$ cat config.mk
export PLATFORM = sky130hd
export DESIGN_NAME = ula_acc_seq
export DESIGN_NICKNAME = d
export VERILOG_FILES = /design/src/rtl/ula_acc_seq.sv
export SDC_FILE = /design/constraint.sdc
export NUM_CORES = 1
export LEC_CHECK = 0
export ABC_CLOCK_PERIOD_IN_PS = 2320
export BUFFER_PORTS_ARGS = -buffer_cell sky130_fd_sc_hd__buf_2
export CORE_ASPECT_RATIO = 1.25
export CORE_MARGIN = 10
export CORE_UTILIZATION = 50
export DETAILED_ROUTE_END_ITERATION = 7
export GPL_TIMING_DRIVEN = 0
export PLACE_DENSITY_LB_ADDON = 0.15
export SETUP_SLACK_MARGIN = 0.05
export SLEW_MARGIN = 40
export SYNTH_ARGS = -nofsm -noshare
export SYNTH_HDL_FRONTEND = slang
export SYNTH_SLANG_ARGS = --single-unit
export TNS_END_PERCENT = 30
$ cat constraint.sdc
create_clock -name clk -period 2.32 [get_ports clk]
set_input_delay 0.232 -clock clk [delete_from_list [all_inputs] [get_ports clk]]
set_output_delay 0.232 -clock clk [all_outputs]
set_load 0.01 [all_outputs]
$ cat src/rtl/ula_acc_seq.sv
// Sequential ALU with a signed accumulator as operand A, status flags, a valid/ready
// input handshake and an iterative one-bit-per-cycle shifter for SHL/SAR.
module ula_acc_seq #(
  parameter int WIDTH = 8
) (
  input  logic             clk,
  input  logic             rst_n,
  input  logic             in_valid,
  output logic             in_ready,
  input  logic [3:0]       op,
  input  logic [WIDTH-1:0] b,
  output logic [WIDTH-1:0] acc_out,
  output logic             out_valid,
  output logic             flag_z,
  output logic             flag_n,
  output logic             flag_c,
  output logic             flag_v
);

  localparam int SHW = $clog2(WIDTH) + 1;
  localparam int MSB = WIDTH - 1;

  typedef enum logic {IDLE, SHIFT} state_t;

  state_t           state;
  logic [WIDTH-1:0] acc;
  logic [WIDTH-1:0] sh_reg;
  logic [SHW-1:0]   cnt;
  logic             sh_left;

  logic [WIDTH-1:0] res;
  logic             res_c;
  logic             res_v;
  logic [WIDTH:0]   sum;
  logic [WIDTH-1:0] diff;
  logic [SHW-1:0]   n_sat;
  logic [WIDTH-1:0] sh_next;
  logic             sh_out;
  logic             is_shift;

  assign acc_out  = acc;
  assign in_ready = (state == IDLE);

  // Shift amount is ACC read as unsigned, clamped to WIDTH so the counter stays small.
  assign n_sat    = (acc >= WIDTH'(WIDTH)) ? SHW'(WIDTH) : SHW'(acc);
  assign is_shift = (op == 4'd6) || (op == 4'd7);
  assign sum      = {1'b0, acc} + {1'b0, b};
  assign diff     = b - acc;

  always_comb begin
    res   = '0;
    res_c = 1'b0;
    res_v = 1'b0;
    case (op)
      4'd0: begin
        res   = sum[WIDTH-1:0];
        res_c = sum[WIDTH];
        res_v = (acc[MSB] == b[MSB]) && (sum[MSB] != acc[MSB]);
      end
      4'd1: begin
        res   = diff;
        res_c = (b < acc);
        res_v = (b[MSB] != acc[MSB]) && (diff[MSB] != b[MSB]);
      end
      4'd2:    res = acc & b;
      4'd3:    res = acc | b;
      4'd4:    res = acc ^ b;
      4'd5:    res = ~b;
      // Only reached for a zero shift amount; nonzero amounts go through SHIFT.
      4'd6:    res = b;
      4'd7:    res = b;
      4'd8:    res = b;
      default: res = '0;
    endcase
  end

  always_comb begin
    sh_next = '0;
    sh_out  = 1'b0;
    if (sh_left) begin
      sh_next = {sh_reg[WIDTH-2:0], 1'b0};
      sh_out  = sh_reg[MSB];
    end else begin
      sh_next = {sh_reg[MSB], sh_reg[WIDTH-1:1]};
      sh_out  = sh_reg[0];
    end
  end

  always_ff @(posedge clk) begin
    if (!rst_n) begin
      state     <= IDLE;
      acc       <= '0;
      sh_reg    <= '0;
      cnt       <= '0;
      sh_left   <= 1'b0;
      out_valid <= 1'b0;
      flag_z    <= 1'b0;
      flag_n    <= 1'b0;
      flag_c    <= 1'b0;
      flag_v    <= 1'b0;
    end else begin
      out_valid <= 1'b0;
      case (state)
        IDLE: begin
          if (in_valid) begin
            if (is_shift && (n_sat != '0)) begin
              sh_reg  <= b;
              cnt     <= n_sat;
              sh_left <= (op == 4'd6);
              state   <= SHIFT;
            end else begin
              acc       <= res;
              flag_z    <= (res == '0);
              flag_n    <= res[MSB];
              flag_c    <= res_c;
              flag_v    <= res_v;
              out_valid <= 1'b1;
            end
          end
        end
        SHIFT: begin
          sh_reg <= sh_next;
          cnt    <= cnt - SHW'(1);
          if (cnt == SHW'(1)) begin
            acc       <= sh_next;
            flag_z    <= (sh_next == '0);
            flag_n    <= sh_next[MSB];
            flag_c    <= sh_out;
            flag_v    <= 1'b0;
            out_valid <= 1'b1;
            state     <= IDLE;
          end
        end
        default: state <= IDLE;
      endcase
    end
  end

endmodule

After elaboration in Yosys (flattened, before gate mapping) --
Index checks and enable logic that the tools add are counted.
Cells by class: add/sub/neg operators 3, $lt $le $gt $ge 2, eq/ne operators 17, mux-type cells 40, bitwise gates (word level) 5, reductions and logical operators 12
Operator list (number):
- case mux 8 bit (7 select lines) | 1
- two-way mux 8 bit | 6
- case mux 8 bit (2 select lines) | 2
- two-way mux 1 bit | 19
- == test 4 x 3 -> 1 bit, second input constant | 4
- zero test 8 bit | 2
- case mux 1 bit (2 select lines) | 8
- two-way mux 4 bit | 3
- adder 8 x 8 -> 9 bit | 1
- bitwise AND 8 bit | 1
- == test 4 x 1 -> 1 bit, second input constant | 2
- == test 4 x 2 -> 1 bit, second input constant | 2
- >= comparator 8 x 4 -> 1 bit, second input constant | 1
- less-than comparator 8 bit | 1
- inverter 8 bit | 1
- OR 8 bit | 1
- case mux 4 bit (2 select lines) | 1
- subtractor 8 bit | 1
- XOR 8 bit | 1
- AND reduction 3 bit | 2
- == test 4 bit, second input constant | 1
- zero test 4 bit | 1
- != test 2 x 1 -> 1 bit, second input constant | 2
- != test 2 bit, second input constant | 2
- other kinds (9) | 13
Word-level totals: register bits after elaboration 27, bits of input ports 15, output and inout bits 14, logic and storage cells 89

Logic depth before layout (Yosys ltp) --
Gate-level depths: netlist of the first run.
depth in word-level cells 7, mapped depth 10, mapped depth without buffers 10

Worst setup path before layout of the first run --
OpenSTA, ideal clock, no wires.
kind reg2reg, start register acc[2], in the netlist acc_out[2], end register flag_z, library setup time 0.069 ns, arrival 2.516 ns, data required time 2.251 ns, path slack -0.265 ns, stages on the path, launching flop included 11, buffers on the path 1, clock period less this slack 2.585 ns, cells stage by stage dfxtp_1 inv_1 ha_1 clkbuf_1 nor2_1 o311a_1 or3_1 a21oi_1 o21ai_0 or4_1 o21ai_1
Between the ends: word-level cells in the longest chain between the ends 6, elaborated cells on any way between the ends 16, classes of those cells add/sub (2); order compare (1); eq/ne (1); mux (5); bitwise (3); reduce/logical (4)
Ends and longest elaborated chain:
- start: declaration | line 26 | logic [WIDTH-1:0] acc;
- start signal: assignment | line 112 | acc <= res;
- start signal: assignment | line 125 | acc <= sh_next;
- subtractor 8 bit, or another cell as far along | line 48 | assign diff = b - acc;
- case mux 8 bit (7 select lines) / two-way mux 4 bit (equally long branches) | line 54, 45
- zero test 8 bit / nonzero test 4 bit (equally long branches) | line 113, 106
- two-way mux 1 bit / logical AND 1 bit (equally long branches) | line 106 | if (is_shift && (n_sat != '0)) begin
- two-way mux 1 bit / != test 2 bit (equally long branches)
- case mux 1 bit (2 select lines) / AND reduction 3 bit (equally long branches)
- end signal: assignment | line 113 | flag_z <= (res == '0);
- end signal: assignment | line 126 | flag_z <= (sh_next == '0);
- end: declaration | line 14 | output logic flag_z,
Parallel ways exist; a longest one is shown, timed or not. The select of a mux whose other input is x is not followed. A chain may end at the register's enable or synchronous reset.

Worst setup path after layout of the first run --
start register acc[0], in the netlist acc_out[0], end register flag_z
Same word-level chain as after synthesis.

==> out/results.txt, run 1 <==
outcome -> finished with violations
failing checks -> negative setup slack
Routed Antenna Nets -> 0
Synth Net Count -> 426
Cell Pwr Density -> 433 nW/um^2
Ys Warns -> 0
Post-Syn Instances -> 383
logic gate share of total power -> 47.1%
DRT Wirelength -> 9190 um
Vias/cell -> 6.27
largest net degree at the start of global routing -> 15
CTS Hold Buffers Added -> 0
uppermost layer routed -> met4
Slew HR -> 46.5%
count leader, synth -> nand2_1
TritonCTS buffer count -> 3
aggregate global routing overflow -> 0
endpoints failing setup -> 6
switching power -> 0.000587 W
crit end category -> flop
EDFF count, synth -> 0
delay-heaviest family, CP -> compound AO/OA/AOI/OAI gates
initial antenna violation count -> 0
Period minus WS final -> 2.59 ns
DIE HEIGHT -> 104 um
critical path type -> flop to flop
Post-layout nets -> 469
Setup WS post-layout -> -0.273 ns
clock power share -> 18.2%
routed vias -> 3,068
post-synthesis sequential area ratio -> 18.3%
# diodes -> 0
FMAX -> 386 MHz
Post-DP HPWL -> 6960 um
Largest register FFs -> 8
r2r setup slk -> -0.27 ns
ys flop type -> dfxtp_1
CORE AREA -> 5480 sq um
part of the cycle the worst path needs -> 112%
die width -> 87.5 um
post-synthesis async set-or-reset flop share -> 0%
Critical path origin -> acc_out[0]$_SDFFE_PN0P_
cell count of the worst reg-to-reg path -> 9
GRT Total Usage -> 19.3%
initial core utilization -> 52.0%
flops & latches, synth -> 26
Levels on crit path -> 9
post-synth top area share -> 18.3%
WL met1 -> 3730 um
share of layout cells above drive strength 1 -> 24.5%
Placed Area -> 3100 sq um
Synth area leaders -> dfxtp_1 (18%), ha_1 (11%), nand2_1 (5.9%)
Top-Level Pins -> 29
Detailed Routing Iterations Pass 1 -> 5
Reg clk slew, reported paths -> 0.09 ns
Syn Area/Cell -> 7.44 sq um
Setup TNS Final -> -0.731 ns
internal power -> 0.000886 W
placer congestion estimate -> 0.943
Synth Cell Area -> 2850 sq um
reg2reg start -> acc_out[0]$_SDFFE_PN0P_
Layout Skew -> 0.00275 ns
WP data arrival -> 2.81 ns
Final Hold Fails -> 0
number of remaining DRC errors -> 0
htree depth -> 1
power share of the sequential group -> 34.7%
Leakage -> 1.43 nW
Core Util, Final -> 62.1%
CP cell instances -> ha_4 > fa_2 > a21oi_4 > o211ai_1 > a221o_1 > a21oi_2 > o21ai_2 > or4_4 > o21ai_2
RSZ-0062 raised after global routing -> true
pin slew with the least headroom to its limit -> 0.795 ns
CTS tree -> done
fin. max-slew vios -> 0
first-pass GRT wire length -> 14,800 um
switching share of power -> 39.8%
CP most frequent cell -> o21ai_2
met2 wire length -> 4660 um
clk_lat worst skew -> 0.28 ns
VDD IR max -> 0.425 mV
area growth from synthesis to final layout -> 19.3%
pre-CTS WS -> -0.402 ns
Buf/Inv on CP -> 0
Max Cap Viol -> 0
Finished Cell Area -> 3400 sq um
CTS sink count -> 26
Req. time, crit path -> 2.54 ns
I/O Buffers -> 25
HP Class -> input pin to flop
1st-iter DRT viols -> 241
Commonest cells post-synth -> nand2_1 (45), nor2_1 (31), a21oi_1 (28)
RR Endpoint -> flag_z$_SDFFE_PN0P_
routed wl met3 -> 491 um
Critical path destination -> flag_z$_SDFFE_PN0P_
slowest CP cell -> or4_4
Synth cell types -> 68
Max FO, Critical Path -> 4
vias in the first global route -> 3,025
row cnt -> 30
Startpoint Class -> flop
Yosys top cell by area -> dfxtp_1
clk buf depth -> 2
wire per inst -> 18.8 um
Root Buffer -> clkbuf_8
Max stage delay on crit path -> 0.50 ns
die footprint -> 9140 sq um
-- cell usage in the layout, fill, tap and decap left out, types with 4 or more instances in the layout --
cell type,count
a21oi_1,23
a21oi_2,4
o31ai_1,5
mux2i_1,8
buf_2,33
nand2_1,44
nor3b_1,4
buf_4,13
xnor2_1,7
nand3b_1,6
clkbuf_8,4
o21ai_0,19
o221ai_1,5
mux2_2,5
ha_1,24
o211ai_1,6
dfxtp_4,4
a21boi_0,5
nor2b_1,5
nor3_1,7
clkbuf_1,10
inv_1,25
nor2_1,28
and2_1,10
dfxtp_1,20
nand2b_1,7
nand3_1,6
-- metal layers --
layer	up-vias	track usage [%]
li1	1466	-
met1	1439	23.0
met5	-	0
met4	0	8.68
met2	133	33.1
met3	30	2.12
-- cell families after synthesis --
logic type	Yosys count	synth area share, %
simple gates	139	24.8
compound gates	118	29.7
buf+inv	51	7.20
fa+ha+maj	28	12.8
flops	26	18.3
mux	13	4.78
xor+xnor	8	2.46
-- timing repair --
item / 4_1_cts / 5_1_grt
pin swaps: 16 / 6
endpoints found under the setup margin: 13 / 12
setup buffers: 12 / 1
gates resized for setup: 24 / 15
-- worst min path at each step --
| stage | cells after the start | start | slack (ns) | endpoint |
|---|---|---|---|---|
| final | 3 | rst_n | 0.28 | acc_out[4]$_SDFFE_PN0P_ |
| after global routing | 3 | rst_n | 0.29 | acc_out[4]$_SDFFE_PN0P_ |
| after CTS | 3 | rst_n | 0.28 | acc_out[4]$_SDFFE_PN0P_ |
| after detailed placement | 2 | sh_reg[7]$_SDFFE_PN0P_ | 0.51 | sh_reg[7]$_SDFFE_PN0P_ |
| after global placement | 2 | cnt[2]$_SDFFE_PN0P_ | 0.47 | cnt[2]$_SDFFE_PN0P_ |
| after floorplan | 2 | b[7] | 0.41 | sh_reg[7]$_SDFFE_PN0P_ |
-- area by class of cell --
cell class,count,area [sq um]
plain buffers,24,126
clock buffers,3,41.3
clock inverters,1,3.75
fillers,512,2080
inverters,27,101
multi-input cells,306,2270
flip-flops and latches,26,538
well taps,64,80.1
repair buffers,38,235
-- stage by stage --
stage,hold slack (ns),power (W),std cells
finish,0.276,0.00147,489
global route,0.289,0.00156,489
CTS,0.280,0.00143,488
detailed placement,0.509,0.00110,472
global placement,0.471,0.00109,472
floorplan,0.412,0.000938,383
-- power by group through the flow --
| stage | Sequential [W] | Clock, W | Combinational (W) |
|---|---|---|---|
| final | 0.000510 | 0.000269 | 0.000694 |
| after global routing | 0.000514 | 0.000287 | 0.000755 |
| after CTS | 0.000509 | 0.000268 | 0.000656 |
| after detailed placement | 0.000523 | 0 | 0.000579 |
| after global placement | 0.000522 | 0 | 0.000572 |
| after floorplan | 0.000522 | 0 | 0.000416 |
-- worst reg2reg max path: stages (launching register included) --
cell,delay [ns]
dfxtp_4,0.38
ha_4,0.18
fa_2,0.40
a21oi_4,0.18
o211ai_1,0.14
a221o_1,0.39
a21oi_2,0.14
o21ai_2,0.10
or4_4,0.50
o21ai_2,0.12
(Power assumes the default switching activity.)
==> run 2: changes to the inputs <==
ABC_AREA = 1   (was default)
GPL_TIMING_DRIVEN = default   (was 0)
PLACE_DENSITY = 0.84   (was default)
PLACE_DENSITY_LB_ADDON = default   (was 0.15)
==> run 2 against run 1 <==
  * Power decreased by 14%
  * Largest cell class unchanged
  * Fmax increased by 25%
  * Global-route usage decreased by 1.5 points
  * The run now ends clean
  * Cell area decreased by 10%
  * Core utilization decreased by 5.8 points
  * Register-to-register slack improved by 0.52 ns
  * Largest power group unchanged
  * Highest routed layer unchanged
  * First-iteration DRC count increased by 40%
  * Combinational power decreased by 26%
  * Clock skew increased by 0.0031 ns
  * Sequential share of layout area increased by 1.3 points
  * Flip-flop and latch count unchanged
  * Critical path type unchanged
==> out/results.txt, run 2 <==
Yosys top cell by area -> dfxtp_1
Synth area leaders -> dfxtp_1 (18%), nand2_1 (15%), ha_1 (12%)
CORE AREA -> 5440 sq um (-0.69%)
number of remaining DRC errors -> 0 (unchanged)
FILL cells -> 532 (+3.9%)
CP cell instances -> ha_1 > fa_1 > inv_1 > nand2_1 > nand2_1 > nand3_2 > nand2_1 > nand2_1 > nand3_1 > nand3_2 > nor2_2 > nand3_1 > a21oi_1
Setup TNS Final -> 0 ns (+0.731 ns)
endpoints failing setup -> 0 (-6)
FF+latch area -> 523 sq um (-2.8%)
Finished Cell Area -> 3060 sq um (-10%)
Slew HR -> 67.2% (+21 points)
Period minus WS final -> 2.07 ns (-0.524 ns)
commonest non-fill, non-tap cell in the layout -> nand2_1
CP most frequent cell -> nand2_1
I/O Buffers -> 28 (+12%)
Ys Warns -> 0 (unchanged)
CTS sink count -> 26 (unchanged)
r2r setup slk -> 0.25 ns (+0.52 ns)
wire per inst -> 14.9 um (-21%)
Root Buffer -> clkbuf_8
Synth cell types -> 38 (-44%)
die footprint -> 9050 sq um (-0.94%)
crit end category -> flop
EDFF count, synth -> 0 (unchanged)
multi-input logic area -> 1950 sq um (-14%)
commonest non-fill, non-tap cells in the layout -> nand2_1 (116), inv_1 (60), nand3_1 (51)
flops & latches, synth -> 26 (unchanged)
CTS tree -> done
WP data arrival -> 2.27 ns (-0.54 ns)
Detailed Routing Iterations Pass 1 -> 5 (unchanged)
Synth Net Count -> 504 (+18%)
area growth from synthesis to final layout -> 8.62%
# diodes -> 0 (unchanged)
Post-DP HPWL -> 6680 um (-4.1%)
Commonest cells post-synth -> nand2_1 (116), inv_1 (60), nand3_1 (53), nor2_1 (44), a21oi_1 (33)
initial antenna violation count -> 0 (unchanged)
DIE HEIGHT -> 104 um (-0.48%)
share of layout cells above drive strength 1 -> 15.5% (-9.0 points)
critical path type -> flop to flop
Reg clk slew, reported paths -> 0.09 ns (about the same)
part of the cycle the worst path needs -> 89.2% (-23 points)
Routed Antenna Nets -> 0 (unchanged)
Hold Crit Endpoint -> cnt[1]$_SDFFE_PN0P_
Max stage delay on crit path -> 0.41 ns (-0.09 ns)
Largest register FFs -> 8 (unchanged)
Post-layout nets -> 530 (+13%)
Startpoint Class -> flop
post-synth top area share -> 18.5% (+0.22 points)
Vias/cell -> 5.61 (-11%)
Max Cap Viol -> 0 (unchanged)
die width -> 87.1 um (-0.46%)
1st-iter DRT viols -> 337 (+40%)
HP Class -> input pin to flop
slowest CP cell -> fa_1
first-pass GRT wire length -> 13,600 um (-8.3%)
clk buf depth -> 2 (unchanged)
Syn Area/Cell -> 6.11 sq um (-18%)
Final Hold Fails -> 0 (unchanged)
vias in the first global route -> 2,865 (-5.3%)
post-synthesis async set-or-reset flop share -> 0% (unchanged)
Layout Skew -> 0.00583 ns (+0.00309 ns)
post-synthesis sequential area ratio -> 18.5% (+0.22 points)
RSZ-0062 raised after global routing -> false
placer congestion estimate -> 1.04 (+11%)
outcome -> complete, no violations
Req. time, crit path -> 2.52 ns (-0.02 ns)
pin slew with the least headroom to its limit -> 0.491 ns (-0.305 ns)
Placed Area -> 3000 sq um (-3.1%)
GRT Total Usage -> 17.8% (-1.5 points)
Leakage -> 1.56 nW (+8.6%)
initial core utilization -> 51.7% (-0.26 points)
RR Endpoint -> flag_z$_SDFFE_PN0P_
htree depth -> 1 (unchanged)
DRT Wirelength -> 8200 um (-11%)
VDD IR max -> 0.461 mV (+8.5%)
Post-Syn Instances -> 461 (+20%)
FMAX -> 483 MHz (+25%)
row cnt -> 30 (unchanged)
fin. max-slew vios -> 0 (unchanged)
hold_sp -> rst_n
TritonCTS buffer count -> 3 (unchanged)
reg2reg start -> acc_out[0]$_SDFFE_PN0P_
Top-Level Pins -> 29 (unchanged)
aggregate global routing overflow -> 0 (unchanged)
Cell Pwr Density -> 413 nW/um^2 (-4.6%)
WHS Path Cells -> 2 (-1)
count leader, synth -> nand2_1
routed vias -> 3,080 (+0.39%)
ys flop type -> dfxtp_1
largest net degree at the start of global routing -> 16 (+1)
cell count of the worst reg-to-reg path -> 13 (+4)
Max FO, Critical Path -> 6 (+2)
clk_lat worst skew -> 0.27 ns (about the same)
Synth Cell Area -> 2820 sq um (-1.2%)
run 2: cell types whose count changed after synthesis, sizes merged, moves of 8 or more:
cell	previous run	this run
nor2	33	53
inv	26	68
and2	11	0
nand3	6	56
clkbuf	14	3
nand2	45	124
nand4	2	10
run 2: area by class of cell:
class,count,share of cell area [%]
Inverter,69,8.55
Timing Repair Buffer,36,6.54
Sequential cell,26,17.1
Tap cell,64,2.62
Multi-Input combinational cell,351,63.8
Clock buffer,3,1.35
run 2: repair_timing:
action                     4_1_cts  5_1_grt
setup endpoints to repair        0        1
hold buffers                     0        0
setup buffers                    0        0
gates resized for setup          0        5
run 2: where the power goes:
group	total, W	internal, W	switching [W]
logic	0.000515	0.000176	0.000339
clock network	0.000251	0.000116	0.000135
registers	0.000497	0.000472	0.0000258
total	0.00126	0.000764	0.000500
run 2: worst max path at each step:
stage                           to  slack, ns                    start
6_report       flag_z$_SDFFE_PN0P_       0.25  acc_out[0]$_SDFFE_PN0P_
5_1_grt        flag_z$_SDFFE_PN0P_       0.05  acc_out[5]$_SDFFE_PN0P_
3_5_place_dp   flag_z$_SDFFE_PN0P_        0.1                     b[0]
3_3_place_gp   flag_z$_SDFFE_PN0P_       0.14                     b[0]
4_1_cts        flag_z$_SDFFE_PN0P_       0.16  acc_out[0]$_SDFFE_PN0P_
2_1_floorplan  flag_z$_SDFFE_PN0P_       0.45  acc_out[3]$_SDFFE_PN0P_
run 2: routing by layer:
| metal | wire (um) | up-vias | global-route usage, % |
|---|---|---|---|
| li1 | - | 1531 | - |
| met1 | 3170 | 1373 | 21.3 |
| met2 | 4110 | 149 | 30.3 |
| met3 | 554 | 27 | 1.80 |
| met4 | 363 | 0 | 8.68 |
| met5 | 0 | - | 0 |
run 2: metrics by stage:
stage / setup WS (ns) / std cells / utilization (%) / power (W) / hold slack (ns)
after floorplan: 0.451 / 461 / - / 0.000869 / 0.338
after CTS: 0.160 / 549 / 55.9 / 0.00126 / 0.269
after detailed placement: 0.0981 / 546 / 55.2 / 0.00101 / 0.456
after global placement: 0.144 / 546 / 55.2 / 0.00100 / 0.454
after global routing: 0.0510 / 549 / 56.2 / 0.00136 / 0.281
final: 0.251 / 549 / 56.2 / 0.00126 / 0.270
run 2: critical path, delay by kind of cell, from the launching register on:
| kind | cells | cell delay, ns |
|---|---|---|
| AO/OA/AOI/OAI | 1 | 0.12 |
| flip-flops | 1 | 0.36 |
| AND/OR/NAND/NOR | 9 | 0.81 |
| adder cells (fa/ha/maj) | 2 | 0.64 |
| buffers and inverters | 1 | 0.07 |
run 2: cell families (layout without fill, tap and decap cells):
kind of cell	after synthesis	in the layout	synth area share [%]
AOI/OAI and AO/OA	66	66	12.9
xor gates and xnor gates	3	3	0.933
adders and majority gates	28	28	13.0
buffers and inverters	84	108	12.6
DFF	26	26	18.5
muxes	2	2	0.711
and+or+nand+nor	252	252	41.4
==> run 3: changes to the inputs <==
CORE_ASPECT_RATIO = default   (was 1.25)
==> run 3 against run 2 <==
  * Clock-buffer cell count is 1 higher
  * Cell area is 0.49% higher
  * Die area is 0.21% lower
  * First-iteration DRC count is 28% lower
  * Cell count is 1.5% higher
  * Wire length is 1.2% higher
  * Global-route usage is 0.12 points lower
  * Largest power group unchanged
  * Highest routed layer unchanged
==> out/results.txt, run 3 (synthesized netlist as in run 2, its figures left out) <==
crit end category -> flop
Max stage delay on crit path -> 0.40 ns (about the same)
Setup Buffers After CTS -> 0 (unchanged)
Reg clk slew, reported paths -> 0.10 ns (about the same)
1st-iter DRT viols -> 242 (-28%)
part of the cycle the worst path needs -> 91.6% (+2.5 points)
Root Buffer -> clkbuf_8
slowest CP cell -> fa_1
Req. time, crit path -> 2.53 ns (about the same)
Detailed Routing Iterations Pass 1 -> 5 (unchanged)
row cnt -> 27 (-10%)
aggregate global routing overflow -> 0 (unchanged)
fin. max-slew vios -> 0 (unchanged)
Post-layout nets -> 529 (-0.19%)
number of remaining DRC errors -> 0 (unchanged)
CTS tree -> done
Vias/cell -> 5.71 (+1.7%)
RSZ-0062 raised after global routing -> false
delay-heaviest family, CP -> simple AND/OR/NAND/NOR gates
wire per inst -> 14.9 um (-0.28%)
die width -> 95.1 um (+9.1%)
r2r setup slk -> 0.19 ns (-0.06 ns)
placer congestion estimate -> 0.967 (-7.4%)
htree depth -> 1 (unchanged)
largest net degree at the start of global routing -> 20 (+4)
VDD IR max -> 0.315 mV (-32%)
initial antenna violation count -> 0 (unchanged)
first-pass GRT wire length -> 13,200 um (-2.9%)
DIE HEIGHT -> 95.1 um (-8.5%)
HP Class -> input pin to flop
TritonCTS buffer count -> 3 (unchanged)
RR Endpoint -> flag_z$_SDFFE_PN0P_
Top-Level Pins -> 29 (unchanged)
switching power -> 0.000519 W (+3.9%)
CORE AREA -> 5470 sq um (+0.55%)
FMAX -> 470 MHz (-2.7%)
CP cell instances -> ha_2 > fa_1 > inv_1 > nand2_1 > nand2_1 > nand3_1 > nand2_1 > nand2_1 > nand3_1 > nand3_1 > nor2_1 > nand3_1 > a21oi_1
die footprint -> 9030 sq um (-0.21%)
cell count of the worst reg-to-reg path -> 13 (unchanged)
critical path type -> flop to flop
Critical path origin -> acc_out[0]$_SDFFE_PN0P_
routed vias -> 3,179 (+3.2%)
Layout Skew -> 0.00894 ns (+0.00311 ns)
Cell Pwr Density -> 429 nW/um^2 (+3.9%)
clock power share -> 23.0% (+3.1 points)
Largest register FFs -> 8 (unchanged)
I/O Buffers -> 28 (unchanged)
GRT Total Usage -> 17.7% (-0.12 points)
Pwr Total -> 0.00132 W (+4.4%)
Max FO, Critical Path -> 6 (unchanged)
Max Cap Viol -> 0 (unchanged)
vias in the first global route -> 2,799 (-2.3%)
reg2reg start -> acc_out[0]$_SDFFE_PN0P_
Startpoint Class -> flop
Routed Antenna Nets -> 0 (unchanged)
Setup TNS Final -> 0 ns (unchanged)
FILL cells -> 563 (+5.8%)
area growth from synthesis to final layout -> 9.15%
# diodes -> 0 (unchanged)
Final Hold Fails -> 0 (unchanged)
CTS Hold Buffers Added -> 0 (unchanged)
Levels on crit path -> 13 (unchanged)
clk_lat worst skew -> 0.27 ns (about the same)
pin slew with the least headroom to its limit -> 0.539 ns (+0.0484 ns)
initial core utilization -> 51.5% (-0.28 points)
endpoints failing setup -> 0 (unchanged)
Leakage -> 1.55 nW (-0.48%)
switching share of power -> 39.3% (-0.20 points)
internal power -> 0.000800 W (+4.7%)
Period minus WS final -> 2.13 ns (+0.0574 ns)
Buf/Inv on CP -> 1 (unchanged)
outcome -> complete, no violations
Resized Gates After CTS -> 0 (unchanged)
CTS sink count -> 26 (unchanged)
commonest non-fill, non-tap cells in the layout -> nand2_1 (116), inv_1 (60), nand3_1 (53)
clk buf depth -> 2 (unchanged)
DRT Wirelength -> 8300 um (+1.2%)
WP data arrival -> 2.33 ns (+0.06 ns)
logic gate share of total power -> 39.4% (-1.3 points)
Post-DP HPWL -> 6520 um (-2.5%)
commonest non-fill, non-tap cell in the layout -> nand2_1
share of layout cells above drive strength 1 -> 15.9% (+0.41 points)
Critical path destination -> flag_z$_SDFFE_PN0P_
power share of the sequential group -> 37.6% (-1.8 points)
Slew HR -> 63.8% (-3.4 points)
run 3: cell type report:
class / instances / area (sq um) / share of cell area, %
Multi-Input combinational cell: 351 / 1950 / 63.5
Inverter: 69 / 262 / 8.51
Clock buffer: 4 / 55.1 / 1.79
Timing Repair Buffer: 35 / 193 / 6.27
Tap cell: 72 / 90.1 / 2.93
Sequential cell: 26 / 524 / 17.1
run 3: worst reg2reg max path: stages, from the launching register on:
cell and delay, ns:
dfxtp_2 0.37, ha_2 0.20, fa_1 0.40, inv_1 0.08
nand2_1 0.07, nand2_1 0.11, nand3_1 0.13, nand2_1 0.11
nand2_1 0.05, nand3_1 0.06, nand3_1 0.13, nor2_1 0.14
nand3_1 0.09, a21oi_1 0.12
run 3: worst min path at each step:
stage          slack [ns]                    from                       to  depth (start not counted)
2_1_floorplan        0.34                   rst_n  acc_out[1]$_SDFFE_PN0P_                          2
3_3_place_gp         0.46  sh_reg[7]$_SDFFE_PN0P_   sh_reg[7]$_SDFFE_PN0P_                          2
3_5_place_dp         0.47  sh_reg[7]$_SDFFE_PN0P_   sh_reg[7]$_SDFFE_PN0P_                          2
4_1_cts              0.25                   rst_n      cnt[1]$_SDFFE_PN0P_                          2
5_1_grt              0.26                   rst_n      cnt[1]$_SDFFE_PN0P_                          2
6_report             0.25                   rst_n      cnt[1]$_SDFFE_PN0P_                          2
run 3: routing by layer:
layer  vias up  wire (um)  track usage, %
met4         0        273            4.86
met2       179       3630            28.4
li1       1533          -               -
met3        34        731            2.91
met1      1433       3670            24.0
met5         -          0               0
run 3: power by group through the flow:
stage | clock [W] | sequential (W) | combinational [W]
3_3_place_gp | 0 | 0.000504 | 0.000491
4_1_cts | 0.000300 | 0.000495 | 0.000507
6_report | 0.000304 | 0.000496 | 0.000519
2_1_floorplan | 0 | 0.000508 | 0.000360
5_1_grt | 0.000319 | 0.000499 | 0.000577
3_5_place_dp | 0 | 0.000505 | 0.000504
run 3: stage by stage:
stage          cells  hold slack, ns  setup slack, ns  utilization, %  area [sq um]
3_5_place_dp     553           0.466            0.116            54.9          3010
5_1_grt          557           0.257           0.0567            56.2          3070
6_report         557           0.248            0.194            56.2          3070
3_3_place_gp     553           0.455            0.174            54.9          3010
2_1_floorplan    461           0.338            0.451               -          2820
4_1_cts          557           0.252            0.164            55.9          3060
